**src/rtl/jzjpcc_memory_stage_hs_if.sv**
```systemverilog
// Data-bus handshake between the memory stage (master) and a variable-latency backend (slave).
// Request is valid/ready; the response is a single valid strobe with no back-pressure.
interface jzjpcc_memory_stage_hs_if #(
  parameter int XLEN = 32
) ();
  logic            req_valid;
  logic            req_ready;
  logic            req_write;
  logic [XLEN-3:0] req_addr;
  logic [XLEN-1:0] req_wdata;
  logic [3:0]      req_byteMask;
  logic            rsp_valid;
  logic [XLEN-1:0] rsp_rdata;

  modport master (
    output req_valid, req_write, req_addr, req_wdata, req_byteMask,
    input  req_ready, rsp_valid, rsp_rdata
  );

  modport slave (
    input  req_valid, req_write, req_addr, req_wdata, req_byteMask,
    output req_ready, rsp_valid, rsp_rdata
  );
endinterface

```
**src/rtl/jzjpcc_memory_stage_hs.sv**
```systemverilog
// Memory stage between execute and writeback: drives the handshaked data bus and aligns/extends data.
// Define JZJPCC_MEM_MISALIGN_TRAP_EN to trap misaligned H/W accesses instead of issuing them.
module jzjpcc_memory_stage_hs #(
  parameter int XLEN           = 32,
  parameter int TIMEOUT_CYCLES = 0
) (
  input  logic                      clock,
  input  logic                      reset,
  input  logic                      ex_valid,
  input  logic                      ex_memRead,
  input  logic                      ex_memWrite,
  input  logic [XLEN-1:0]           ex_addr,
  input  logic [XLEN-1:0]           ex_wdata,
  input  logic [2:0]                ex_funct3,
  input  logic [XLEN-1:0]           ex_aluResult,
  input  logic [4:0]                ex_rdAddr,
  input  logic                      ex_rdWriteEnable,
  output logic                      stall,
  jzjpcc_memory_stage_hs_if.master  bus,
  output logic                      wb_valid,
  output logic [4:0]                wb_rdAddr,
  output logic                      wb_rdWriteEnable,
  output logic [XLEN-1:0]           wb_rdData,
  output logic                      bus_error,
  output logic                      misalign
);

  if (XLEN != 32) begin : gXlenCheck
    $error("jzjpcc_memory_stage_hs supports XLEN=32 only");
  end

  typedef enum logic [1:0] {IDLE, REQ, WAIT_RSP} state_e;

  state_e          state_q, state_d;
  logic [XLEN-1:0] addr_q, addr_d;
  logic [XLEN-1:0] wdata_q, wdata_d;
  logic [2:0]      funct3_q, funct3_d;
  logic            write_q, write_d;
  logic [4:0]      rdAddr_q, rdAddr_d;
  logic            rdWe_q, rdWe_d;
  logic            wbValid_q, wbValid_d;
  logic [4:0]      wbRdAddr_q, wbRdAddr_d;
  logic            wbWe_q, wbWe_d;
  logic [XLEN-1:0] wbData_q, wbData_d;
  logic            busErr_q, busErr_d;
  logic            misalign_q, misalign_d;
  logic [31:0]     wdCnt_q, wdCnt_d;

  logic            isMem;
  logic            misalignHit;
  logic            timeoutHit;
  logic [1:0]      laneOff;
  logic [7:0]      loadByte;
  logic [15:0]     loadHalf;
  logic [XLEN-1:0] loadData;

  assign isMem = ex_memRead | ex_memWrite;

`ifdef JZJPCC_MEM_MISALIGN_TRAP_EN
  assign misalignHit = ((ex_funct3[1:0] == 2'b01) && ex_addr[0]) ||
                       ((ex_funct3[1:0] == 2'b10) && (ex_addr[1:0] != 2'b00));
`else
  assign misalignHit = 1'b0;
`endif

  assign timeoutHit = (TIMEOUT_CYCLES > 0) && (wdCnt_q == 32'(TIMEOUT_CYCLES - 1));

  // Lane selection ignores address bits finer than the access size.
  always_comb begin
    laneOff = 2'b00;
    case (funct3_q[1:0])
      2'b00:   laneOff = addr_q[1:0];
      2'b01:   laneOff = {addr_q[1], 1'b0};
      default: laneOff = 2'b00;
    endcase
  end

  always_comb begin
    loadByte = bus.rsp_rdata[{addr_q[1:0], 3'b000} +: 8];
    loadHalf = bus.rsp_rdata[{addr_q[1], 4'b0000} +: 16];
    case (funct3_q)
      3'b000:  loadData = {{(XLEN-8){loadByte[7]}}, loadByte};
      3'b100:  loadData = {{(XLEN-8){1'b0}}, loadByte};
      3'b001:  loadData = {{(XLEN-16){loadHalf[15]}}, loadHalf};
      3'b101:  loadData = {{(XLEN-16){1'b0}}, loadHalf};
      default: loadData = bus.rsp_rdata;
    endcase
  end

  always_ff @(posedge clock) begin
    if (reset) begin
      state_q    <= IDLE;
      wbValid_q  <= 1'b0;
      wbWe_q     <= 1'b0;
      busErr_q   <= 1'b0;
      misalign_q <= 1'b0;
      wdCnt_q    <= '0;
    end else begin
      state_q    <= state_d;
      addr_q     <= addr_d;
      wdata_q    <= wdata_d;
      funct3_q   <= funct3_d;
      write_q    <= write_d;
      rdAddr_q   <= rdAddr_d;
      rdWe_q     <= rdWe_d;
      wbValid_q  <= wbValid_d;
      wbRdAddr_q <= wbRdAddr_d;
      wbWe_q     <= wbWe_d;
      wbData_q   <= wbData_d;
      busErr_q   <= busErr_d;
      misalign_q <= misalign_d;
      wdCnt_q    <= wdCnt_d;
    end
  end

  always_comb begin
    state_d    = state_q;
    addr_d     = addr_q;
    wdata_d    = wdata_q;
    funct3_d   = funct3_q;
    write_d    = write_q;
    rdAddr_d   = rdAddr_q;
    rdWe_d     = rdWe_q;
    wbValid_d  = 1'b0;
    wbRdAddr_d = wbRdAddr_q;
    wbWe_d     = wbWe_q;
    wbData_d   = wbData_q;
    busErr_d   = 1'b0;
    misalign_d = 1'b0;
    wdCnt_d    = '0;
    case (state_q)
      IDLE: begin
        if (ex_valid) begin
          if (!isMem) begin
            wbValid_d  = 1'b1;
            wbData_d   = ex_aluResult;
            wbRdAddr_d = ex_rdAddr;
            wbWe_d     = ex_rdWriteEnable;
          end else if (misalignHit) begin
            wbValid_d  = 1'b1;
            wbRdAddr_d = ex_rdAddr;
            wbWe_d     = 1'b0;
            misalign_d = 1'b1;
          end else begin
            addr_d   = ex_addr;
            wdata_d  = ex_wdata;
            funct3_d = ex_funct3;
            write_d  = ex_memWrite & ~ex_memRead;
            rdAddr_d = ex_rdAddr;
            rdWe_d   = ex_rdWriteEnable;
            state_d  = REQ;
          end
        end
      end
      REQ: begin
        if (bus.req_ready) begin
          if (write_q) begin
            wbValid_d  = 1'b1;
            wbRdAddr_d = rdAddr_q;
            wbWe_d     = 1'b0;
            state_d    = IDLE;
          end else begin
            state_d = WAIT_RSP;
          end
        end
      end
      WAIT_RSP: begin
        // A response in the same cycle the watchdog expires takes priority.
        if (bus.rsp_valid) begin
          wbValid_d  = 1'b1;
          wbRdAddr_d = rdAddr_q;
          wbWe_d     = rdWe_q;
          wbData_d   = loadData;
          state_d    = IDLE;
        end else if (timeoutHit) begin
          wbValid_d  = 1'b1;
          wbRdAddr_d = rdAddr_q;
          wbWe_d     = 1'b0;
          busErr_d   = 1'b1;
          state_d    = IDLE;
        end else begin
          wdCnt_d = wdCnt_q + 32'd1;
        end
      end
      default: state_d = IDLE;
    endcase
  end

  always_comb begin
    stall            = (state_q != IDLE);
    bus.req_valid    = (state_q == REQ);
    bus.req_write    = write_q;
    bus.req_addr     = addr_q[XLEN-1:2];
    bus.req_wdata    = wdata_q << {laneOff, 3'b000};
    case (funct3_q[1:0])
      2'b00:   bus.req_byteMask = 4'b0001 << addr_q[1:0];
      2'b01:   bus.req_byteMask = 4'b0011 << {addr_q[1], 1'b0};
      default: bus.req_byteMask = 4'b1111;
    endcase
    wb_valid         = wbValid_q;
    wb_rdAddr        = wbRdAddr_q;
    wb_rdWriteEnable = wbWe_q;
    wb_rdData        = wbData_q;
    bus_error        = busErr_q;
    misalign         = misalign_q;
  end

endmodule

```
**src/flat_wrapper.sv**
```systemverilog
// flat-port wrapper written by rule: the top's interface ports become plain ports
module jzjpcc_memory_stage_hs_flat 
#(
  parameter int XLEN           = 32,
  parameter int TIMEOUT_CYCLES = 0
)
  (clock, reset, ex_valid, ex_memRead, ex_memWrite, ex_addr, ex_wdata, ex_funct3, ex_aluResult, ex_rdAddr, ex_rdWriteEnable, stall, wb_valid, wb_rdAddr, wb_rdWriteEnable, wb_rdData, bus_error, misalign, bus_req_valid, bus_req_write, bus_req_addr, bus_req_wdata, bus_req_byteMask, bus_req_ready, bus_rsp_valid, bus_rsp_rdata);
  jzjpcc_memory_stage_hs_if #(.XLEN(XLEN)) bus_i ();
  input  logic clock;
  input  logic reset;
  input  logic ex_valid;
  input  logic ex_memRead;
  input  logic ex_memWrite;
  input  logic [XLEN-1:0] ex_addr;
  input  logic [XLEN-1:0] ex_wdata;
  input  logic [2:0] ex_funct3;
  input  logic [XLEN-1:0] ex_aluResult;
  input  logic [4:0] ex_rdAddr;
  input  logic ex_rdWriteEnable;
  output logic stall;
  output logic wb_valid;
  output logic [4:0] wb_rdAddr;
  output logic wb_rdWriteEnable;
  output logic [XLEN-1:0] wb_rdData;
  output logic bus_error;
  output logic misalign;
  output wire logic [$bits(bus_i.req_valid)-1:0] bus_req_valid;
  output wire logic [$bits(bus_i.req_write)-1:0] bus_req_write;
  output wire logic [$bits(bus_i.req_addr)-1:0] bus_req_addr;
  output wire logic [$bits(bus_i.req_wdata)-1:0] bus_req_wdata;
  output wire logic [$bits(bus_i.req_byteMask)-1:0] bus_req_byteMask;
  input wire logic [$bits(bus_i.req_ready)-1:0] bus_req_ready;
  input wire logic [$bits(bus_i.rsp_valid)-1:0] bus_rsp_valid;
  input wire logic [$bits(bus_i.rsp_rdata)-1:0] bus_rsp_rdata;
  assign bus_req_valid = bus_i.req_valid;
  assign bus_req_write = bus_i.req_write;
  assign bus_req_addr = bus_i.req_addr;
  assign bus_req_wdata = bus_i.req_wdata;
  assign bus_req_byteMask = bus_i.req_byteMask;
  assign bus_i.req_ready = bus_req_ready;
  assign bus_i.rsp_valid = bus_rsp_valid;
  assign bus_i.rsp_rdata = bus_rsp_rdata;
  jzjpcc_memory_stage_hs #(.XLEN(XLEN), .TIMEOUT_CYCLES(TIMEOUT_CYCLES)) u_core (.clock(clock), .reset(reset), .ex_valid(ex_valid), .ex_memRead(ex_memRead), .ex_memWrite(ex_memWrite), .ex_addr(ex_addr), .ex_wdata(ex_wdata), .ex_funct3(ex_funct3), .ex_aluResult(ex_aluResult), .ex_rdAddr(ex_rdAddr), .ex_rdWriteEnable(ex_rdWriteEnable), .stall(stall), .bus(bus_i), .wb_valid(wb_valid), .wb_rdAddr(wb_rdAddr), .wb_rdWriteEnable(wb_rdWriteEnable), .wb_rdData(wb_rdData), .bus_error(bus_error), .misalign(misalign));
endmodule
```
**config.mk**
```make
export PLATFORM = sky130hd
export DESIGN_NAME = jzjpcc_memory_stage_hs_flat
export DESIGN_NICKNAME = d
export VERILOG_FILES = /design/src/rtl/jzjpcc_memory_stage_hs_if.sv /design/src/rtl/jzjpcc_memory_stage_hs.sv /design/src/flat_wrapper.sv
export SDC_FILE = /design/constraint.sdc
export NUM_CORES = 1
export LEC_CHECK = 0
export CAP_MARGIN = 20
export CORE_MARGIN = 3
export CORE_UTILIZATION = 45
export DETAILED_ROUTE_END_ITERATION = 8
export HOLD_SLACK_MARGIN = 0.12
export PLACE_DENSITY_LB_ADDON = 0.1
export SYNTH_ARGS = -nofsm -noshare
export SYNTH_HDL_FRONTEND = slang
export SYNTH_SLANG_ARGS = --single-unit
export TNS_END_PERCENT = 5
```
**constraint.sdc**
```tcl
create_clock -name clock -period 20.4 [get_ports clock]
set_clock_uncertainty 0.1 [all_clocks]
set_input_delay 4.08 -clock clock [delete_from_list [all_inputs] [get_ports clock]]
set_output_delay 4.08 -clock clock [all_outputs]
set_load 0.01 [all_outputs]
```
==> out/summary.txt <==
Die Ht = 117.1 um
Reg power frac = 40.8%
Post-Syn Instances = 463
root buffer cell = clkbuf_16
Worst path depth = 5
WHS Endpoint = u_core.state_q[1]
crit-path max FO = 34
Pleak = 3.025 nW
VDD IR max = 0.06044 mV
Fin. Hold Viols = 0
number of diodes = 0
Internal Power = 540.0 uW
Cell Rows = 39
clk slew on worst S/H paths = 50 ps
Buffers & Inverters on Critical Path = 2
hold path depth = 2
HPWL Detailed = 11790 um
part of the power in combinational logic = 15.8%
TritonCTS Buffers = 17
Max Used Layer = met4
first-pass detailed-route iteration total = 5
CTS tree = yes
post-route minimum period = 7128 ps
Crit Path Category = reg2out
max_slew headroom = 29.12%
Post-synth EDFFs = 111
Required @ worst endpoint = 16220 ps
status = finished clean
die area = 13700 sq um
vias = 4460
vias per cell = 5.322
met2 WL = 8204 um
final global-route overflow total = 0
Slew @ Worst Pin = 1063 ps
warnings from Yosys = 0
register bit total from synthesis = 115
CTS sink cnt = 115
Final ANT Viol Nets = 0
kind of cell adding the most delay to the critical path = buffers and inverters
PortBufs = 251
initial DRC count = 405
H-tree levels = 4
fin nets = 830
ys flop type = edfxtp_1
final worst slack = 13270 ps
Worst R2R End = u_core.wb_rdAddr[3]
DRC Markers = 0
share of layout cells above drive strength 1 = 8.058%
pwr dens = 81.01 nW/um^2
Final Cycle Share = 34.94%
critical path cell sequence = nor3b_2 -> buf_4 -> mux2i_1 -> a21oi_1 -> clkdlybuf4s50_1
first-pass GRT wire length = 24290 um
CTS Buffer Depth = 2
sw frac = 22.07%
Fill cells = 810
Hold WC Path Type = reg2reg
RD Place Congestion = 0.8843
Hold Crit Start = u_core.state_q[1]
sw power = 152.9 uW
setup TNS = 0 ps
RSZ-0062 raised after global routing = false
asr flop ratio synth = 0%
drt total wl = 16480 um
Worst R2R Setup Slack = 17430 ps
leading area contributor after synthesis = edfxtp_1
top cells by area, synth = edfxtp_1, mux2i_1, buf_4, nand2_1, nor2_1
met1 WL = 6143 um
final setup vio count = 0
Clk Latency, worst-skew pair = 410 ps
MaxCap Viol Count = 0
initial antenna violation count = 0
synth unique cells = 44
vias in the first global route = 4494
All-Layer GR Usage = 24.01%
Slew Limit Fails = 0
core box area = 11710 sq um
sequential share of the synthesized area = 61.50%
Post-Syn Area = 5550 sq um
post-CTS setup buffer count = 0
largest net degree at the start of global routing = 75
achievable frequency = 0.1403 GHz
setup slack at placement = 13740 ps
WL met3 = 1781 um
Clock power frac = 43.3%
I/O pin cnt = 254
max incr delay on CP = 620 ps
syn avg cell area = 11.99 sq um
crit path DAT = 2950 ps
post-CTS sizing = 0
hold_buf cts = 0
Reg2Reg Depth = 6
Reg-to-Reg Start = u_core.state_q[0]
Startpoint Class = flip-flop
initial core utilization = 47.39%
post-layout util = 73.03%
area share of the largest cell type after synthesis = 60.05%
Crit-path slowest cell = edfxtp_1
Die Width = 117.1 um
Critical Path End Type = output port
area growth from synthesis to layout = 54.10%
WL/cell = 19.67 um
==> worst register-to-register path: stages (launching register included) <==
cell	delay (ps)
dfxtp_1	370
inv_1	100
ha_2	530
nor2b_1	320
a211o_1	270
or4_4	540
nor2_1	380
==> power groups by stage <==
stage / combinational (mW) / clock [mW] / sequential, mW
floorplan: 0.0445 / 0 / 0.290
global placement: 0.107 / 0 / 0.287
detailed placement: 0.109 / 0 / 0.288
CTS: 0.110 / 0.304 / 0.283
global route: 0.118 / 0.316 / 0.284
finish: 0.110 / 0.300 / 0.283
==> Yosys cell counts (4+ instances only) <==
cell type  instances
a211oi_1          14
a21oi_1           27
edfxtp_1         111
nor2_1            37
nand2_1           51
o21ai_0           13
o21ai_1           23
buf_4             32
a221oi_1           5
clkbuf_1          18
buf_2              6
inv_1              8
mux2_2             7
dfxtp_1            4
mux2i_1           25
ha_1               4
and2_1            15
a211oi_2          10
nor2b_1           20
==> per-layer routing <==
| metal | global-route usage (%) | up-vias |
|---|---|---|
| met5 | 0 | - |
| met4 | 9.327 | 0 |
| met3 | 9.152 | 29 |
| met2 | 39.78 | 267 |
| met1 | 28.37 | 2068 |
| li1 | - | 2096 |
==> final cells by class <==
type                    instances  area, sq um  share of cell area (%)
flip-flops and latches        115         3413                   39.91
repair buffers                257         2557                   29.90
multi-input cells             283         1779                   20.80
clock buffers                  26        489.2                   5.720
well taps                     143        178.9                   2.092
clock inverters                 6        105.1                   1.229
inverters                       8        30.03                  0.3511
==> worst max path at each step <==
stage / from / end / slack [ps]
after floorplan: ex_memWrite / u_core.addr_q[0] / 10090
final: u_core.funct3_q[0] / bus_req_wdata[25] / 13270
after global routing: u_core.funct3_q[0] / bus_req_wdata[24] / 13030
after CTS: u_core.funct3_q[1] / bus_req_wdata[25] / 13270
after detailed placement: u_core.funct3_q[0] / bus_req_wdata[25] / 13740
after global placement: u_core.addr_q[1] / bus_req_wdata[16] / 13760
==> sequential cells by signal, summed over array words and instances, names as in the netlist <==
signal and cells:
u_core.wb_rdData 32, u_core.wb_rdWriteEnable 1, u_core.wb_valid 1, u_core.rdAddr_q 5, u_core.addr_q 32, u_core.funct3_q 3, u_core.state_q 2, u_core.wdata_q 32
u_core.wb_rdAddr 5, u_core.bus.req_write 1, u_core.rdWe_q 1
==> metrics by stage <==
step	cells	hold WS (ps)	area, sq um	total power, mW
finish	838	439.0	8553	0.6929
global route	838	471.5	8553	0.7182
CTS	838	432.9	8553	0.6974
detailed placement	806	418.5	7959	0.3967
global placement	806	412.1	7959	0.3941
floorplan	464	380.6	5554	0.3344
==> cells by family after synthesis <==
| kind of cell | count (synthesis) | share of synthesized area [%] |
|---|---|---|
| flip-flops | 115 | 61.50 |
| buffers and inverters | 66 | 6.898 |
| AND/OR/NAND/NOR | 140 | 11.88 |
| other | 1 | 0.06756 |
| multiplexers | 33 | 6.132 |
| AO/OA/AOI/OAI | 104 | 12.62 |
| adder cells (fa/ha/maj) | 4 | 0.9017 |
==> cell usage in the layout (no fill, tap or decap), types with 5 or more instances in the layout <==
cell,instances
a21oi_1,27
mux2i_1,25
edfxtp_1,111
inv_1,8
nor2_1,37
buf_4,6
clkbuf_16,17
clkdlybuf4s50_1,251
and2_1,15
a211oi_1,14
o21ai_1,23
nand2_1,51
nor2b_1,19
mux2_2,7
o21ai_0,13
a211oi_2,10
clkbuf_1,6
a221oi_1,5
Note: power is estimated with default switching activity, not from simulation.
==> RTL change 1 (same flow settings) <==
The 3 states of `state_e` get a one-hot encoding in 3 bits.
--- a/src/rtl/jzjpcc_memory_stage_hs.sv
+++ b/src/rtl/jzjpcc_memory_stage_hs.sv
@@ -31,3 +31,3 @@
 
-  typedef enum logic [1:0] {IDLE, REQ, WAIT_RSP} state_e;
+  typedef enum logic [2:0] {IDLE = 3'b001, REQ = 3'b010, WAIT_RSP = 3'b100} state_e;
 
Function: no difference found for any inputs over 4 cycles, from zero or initial values and one cycle with reset high; so few cycles prove little.
==> RTL change 1 against the original RTL <==
Critical endpoint is now bus_req_wdata[17]; total power shrank 7.5%; design area shrank 0.51%; wire length shrank 2.7%; non-clock buffer count shrank 1; core utilization shrank 0.68 points; worst setup slack lost 0.37 ns; critical path type unchanged; first-iteration DRC count shrank 3.2%; area after synthesis grew 0.29%; sequential cell count grew 1.
==> RTL change 1: results (changes against the original RTL) <==
status finished clean (unchanged); Layout Cells excl Fill 849 (was 838); drt total wl 16,000 um (was 16,500 um); fill count 838 (was 810); utilization after layout 72.4% (was 73.0%); register area share after synthesis 61.7% (was 61.5%); maximum vdd drop 0.0690 mV (was 0.0604 mV); Slew headroom 35.3% (was 29.1%); Hold Path Sink u_core.wb_rdAddr[4] (was u_core.state_q[1]); vias in the first global route 4,446 (was 4,494); Initial DRT Pass Iterations 5 (unchanged); crit path DAT 3.32 ns (was 2.95 ns); total track usage 23.2% (was 24.0%); initial DRC count 392 (was 405); Worst Hold Depth 1 (was 2); flop-to-flop setup slack 17.64 ns (was 17.43 ns); r2r worst-path depth 4 (was 6); dpl cells 817 (was 806); worst reg2reg endpoint u_core.wdata_q[13] (was u_core.wb_rdAddr[3]); Avg Vias per Cell 5.19 (was 5.32); synthesized instance count 456 (was 463); Final nets 816 (was 830); DP Wirelength 11,400 um (was 11,800 um); Clock Latency Late Sink 0.41 ns (about the same); reg2reg start u_core.state_q[0] (unchanged); CP Max Fanout 19 (was 34); Netlist cell types 45 (was 44); Leakage 0.00302 uW (was 0.00303 uW); share of cells above drive strength 1 8.18% (was 8.06%)
## RTL change 1: cell types whose count changed after synthesis, moves of 10 or more
cell / delta
clkbuf_1: -11
a211oi_1: -14
o21ai_0: +15
o21ai_1: -23
nor2b_1: -11
nand2_1: -10
a31oi_1: +10
## RTL change 1: worst max-delay path by stage
stage / start / to / slack (ns) / cells past startpoint
4_1_cts: u_core.funct3_q[0] / bus_req_wdata[17] / 12.90 / 6
3_3_place_gp: u_core.funct3_q[0] / bus_req_wdata[0] / 13.45 / 5
6_report: u_core.funct3_q[0] / bus_req_wdata[17] / 12.90 / 6
2_1_floorplan: ex_memWrite / u_core.addr_q[0] / 12.25 / 3
3_5_place_dp: u_core.funct3_q[0] / bus_req_wdata[0] / 13.37 / 5
5_1_grt: u_core.funct3_q[0] / bus_req_wdata[17] / 12.64 / 6
## RTL change 1: kinds of logic after synthesis
family          Yosys count  share of synthesized area (%)
other cells               1                         0.0674
flops                   116                           61.7
mux                      46                           8.88
simple gates            138                           12.5
xor+xnor                  1                          0.157
compound gates           90                           9.51
buf+inv                  64                           7.19
## RTL change 1: layout make-up
class | instances | area [um^2] | share of cell area [%]
Clock inverter | 7 | 85.1 | 1.00
Sequential cell | 116 | 3430 | 40.3
Multi-Input combinational cell | 277 | 1760 | 20.6
Timing Repair Buffer | 256 | 2550 | 30.0
Clock buffer | 25 | 465 | 5.47
Tap cell | 164 | 205 | 2.41
Inverter | 4 | 15.0 | 0.176
## RTL change 1: critical path, cell delays in order, from the launching register on
cell             delay, ns
edfxtp_1              0.66
nand2b_1              0.70
a21oi_2               0.20
inv_1                 0.54
nand2_1               0.13
o21ai_0               0.10
clkdlybuf4s50_1       0.56
## RTL change 1: where the power goes
group | switching, uW | internal [uW] | total [uW]
registers | 5.02 | 272 | 277
logic | 33.7 | 49.9 | 83.6
clock network | 98.7 | 181 | 280
total | 137 | 504 | 641
## RTL change 1: stage by stage
stage | hold slack, ns | instance area, um^2 | total power (uW) | worst slack, ns
floorplan | 0.423 | 5570 | 315 | 12.25
global placement | 0.432 | 7960 | 364 | 13.45
detailed placement | 0.440 | 7960 | 365 | 13.37
CTS | 0.452 | 8510 | 645 | 12.90
global route | 0.471 | 8510 | 663 | 12.64
finish | 0.451 | 8510 | 641 | 12.90
## RTL change 1: metal layers
metal	wire, um	up-vias	share of wire, %	global-route usage [%]
li1	-	2063	-	-
met1	5730	2068	36	26.1
met2	8170	253	51	39.3
met3	1880	22	12	10.2
met4	252	0	1.6	8.18
met5	0	-	0	0
==> RTL change 2 (config.mk and constraints unchanged) <==
Made on the original files. The option `JZJPCC_MEM_MISALIGN_TRAP_EN` is turned on by a define.
--- a/src/rtl/jzjpcc_memory_stage_hs.sv
+++ b/src/rtl/jzjpcc_memory_stage_hs.sv
@@ -2,2 +2,4 @@
 // Define JZJPCC_MEM_MISALIGN_TRAP_EN to trap misaligned H/W accesses instead of issuing them.
+`define JZJPCC_MEM_MISALIGN_TRAP_EN
+
 module jzjpcc_memory_stage_hs #(
Check against the original RTL: not equivalent (Yosys sat finds a counterexample within 4 cycles, from zero or initial values and one cycle with reset high).
==> RTL change 2 against the original RTL <==
Sequential power grew 5%; area after synthesis increased by 0.23%; total power grew 9.3%; sequential cell count grew 1; worst setup slack worse by 0.51 ns; hold slack got worse by 0.022 ns; design area is 0.45% higher; wire length down 2.1%; die area rose by 0.21%; critical endpoint is now bus_req_wdata[27].
==> RTL change 2: results (changes against the original RTL) <==
async set or reset register ratio after synthesis 0% (unchanged); crit path DAT 3.46 ns (was 2.95 ns); top-area cell type share of the netlist area 59.9% (was 60.1%); drt total wl 16,100 um (was 16,500 um); synth top area cells edfxtp_1 (60%), mux2i_1 (5.4%), buf_4 (4.5%) (was edfxtp_1 (60%), mux2i_1 (4.5%), buf_4 (4.3%)); share of cells above drive strength 1 10.8% (was 8.06%); Synth top cells by count edfxtp_1 (111), nand2_1 (36), buf_4 (33) (was edfxtp_1 (111), nand2_1 (51), nor2_1 (37)); first-pass GRT wire length 24,000 um (was 24,300 um); total track usage 23.3% (was 24.0%); CP peak stage delay 0.86 ns (was 0.62 ns); worst reg2reg endpoint u_core.wb_rdData[2] (was u_core.wb_rdAddr[3]); r2r worst-path depth 4 (was 6); end of the critical path bus_req_wdata[27] (was bus_req_wdata[25]); Netlist cell types 42 (was 44); reg2reg start u_core.funct3_q[0] (was u_core.state_q[0]); flop-to-flop setup slack 17.52 ns (was 17.43 ns); largest net degree at the start of global routing 47 (was 75); CTS max path bufs 2 (unchanged); Slowest cell on crit path nor2_4 (was edfxtp_1); Worst Hold Depth 2 (unchanged); Initial DRT Pass Iterations 5 (unchanged); Leakage 0.00304 uW (was 0.00303 uW); cell family with most CP delay simple AND/OR/NAND/NOR gates (was buffers and inverters); Worst Tran Pin Value 1.03 ns (was 1.06 ns); register area share after synthesis 61.7% (was 61.5%); status finished clean (unchanged); Final nets 803 (was 830); port bufs 252 (was 251); Final GP Congestion 0.877 (was 0.884); setup bufs post-CTS 0 (unchanged); DP Wirelength 11,900 um (was 11,800 um); # H-tree levels 4 (unchanged); HP Start u_core.state_q[0] (was u_core.state_q[1]); initial antenna violation count 0 (unchanged); DR vias 4,345 (was 4,460); Clock transition at path regs 0.05 ns (about the same); maximum vdd drop 0.0574 mV (was 0.0604 mV); initial DRC count 347 (was 405); CP Max Fanout 25 (was 34); vias in the first global route 4,408 (was 4,494)
## RTL change 2: cell types whose count changed in the layout (fill, tap and decap cells not counted), moves of 6 or more
cell	unedited run	this run
o21ai_1	23	2
a22oi_1	0	16
nand2_1	51	36
a211oi_1	14	0
nor2b_1	19	6
a211oi_2	10	0
a21oi_2	0	10
a21oi_1	27	19
mux2_2	7	15
o22ai_1	0	8
a31oi_1	1	8
and2_1	15	8
nor2_1	37	30
nand3b_1	1	7
## RTL change 2: final cells by class
type,count,area [um^2]
Timing Repair Buffer,258,2570
Multi-Input combinational cell,253,1760
Tap cell,164,205
Inverter,8,30.0
Clock buffer,21,440
Clock inverter,11,159
Fill cell,830,3170
Sequential cell,116,3430
## RTL change 2: worst min-delay path by stage
stage                                   end  slack, ns
after floorplan           u_core.state_q[1]       0.38
after CTS                 u_core.state_q[0]       0.42
after detailed placement  u_core.state_q[0]       0.41
after global routing      u_core.state_q[0]       0.44
final                     u_core.state_q[0]       0.42
after global placement    u_core.state_q[0]       0.40
## RTL change 2: worst register-to-register path, cell delays in order (launching register included)
cell and delay [ns]:
edfxtp_1 0.54, nand2b_1 0.69, nor2_4 0.86, mux2i_1 0.16, mux2_2 0.28
## RTL change 2: logic make-up (layout without fill, tap and decap cells)
logic type	after synthesis	count (layout)	synth area share, %
compound gates	90	90	11.3
fa+ha+maj	5	5	1.12
buf+inv	66	298	6.97
flops	116	116	61.7
mux	47	47	9.24
other cells	1	1	0.0674
simple gates	110	110	9.56
## RTL change 2: through the flow
stage / instances / setup slack, ns / utilization, % / area [um^2] / total power (uW)
finish: 831 / 12.76 / 73.1 / 8590 / 757
global placement: 799 / 13.31 / 68.0 / 7990 / 455
floorplan: 435 / 12.25 / - / 5560 / 377
detailed placement: 799 / 13.20 / 68.0 / 7990 / 458
global route: 831 / 12.51 / 73.1 / 8590 / 789
CTS: 831 / 12.75 / 73.1 / 8590 / 763
## RTL change 2: power by group
group | switching (uW) | internal, uW
registers | 8.00 | 290
logic | 71.5 | 84.4
clock network | 101 | 203
## RTL change 2: per-layer routing
layer	track usage (%)	share of wire (%)	vias up
li1	-	-	2029
met1	27.7	38	2068
met2	38.9	50	221
met3	7.97	9.5	27
met4	9.40	2.5	0
met5	0	0	-
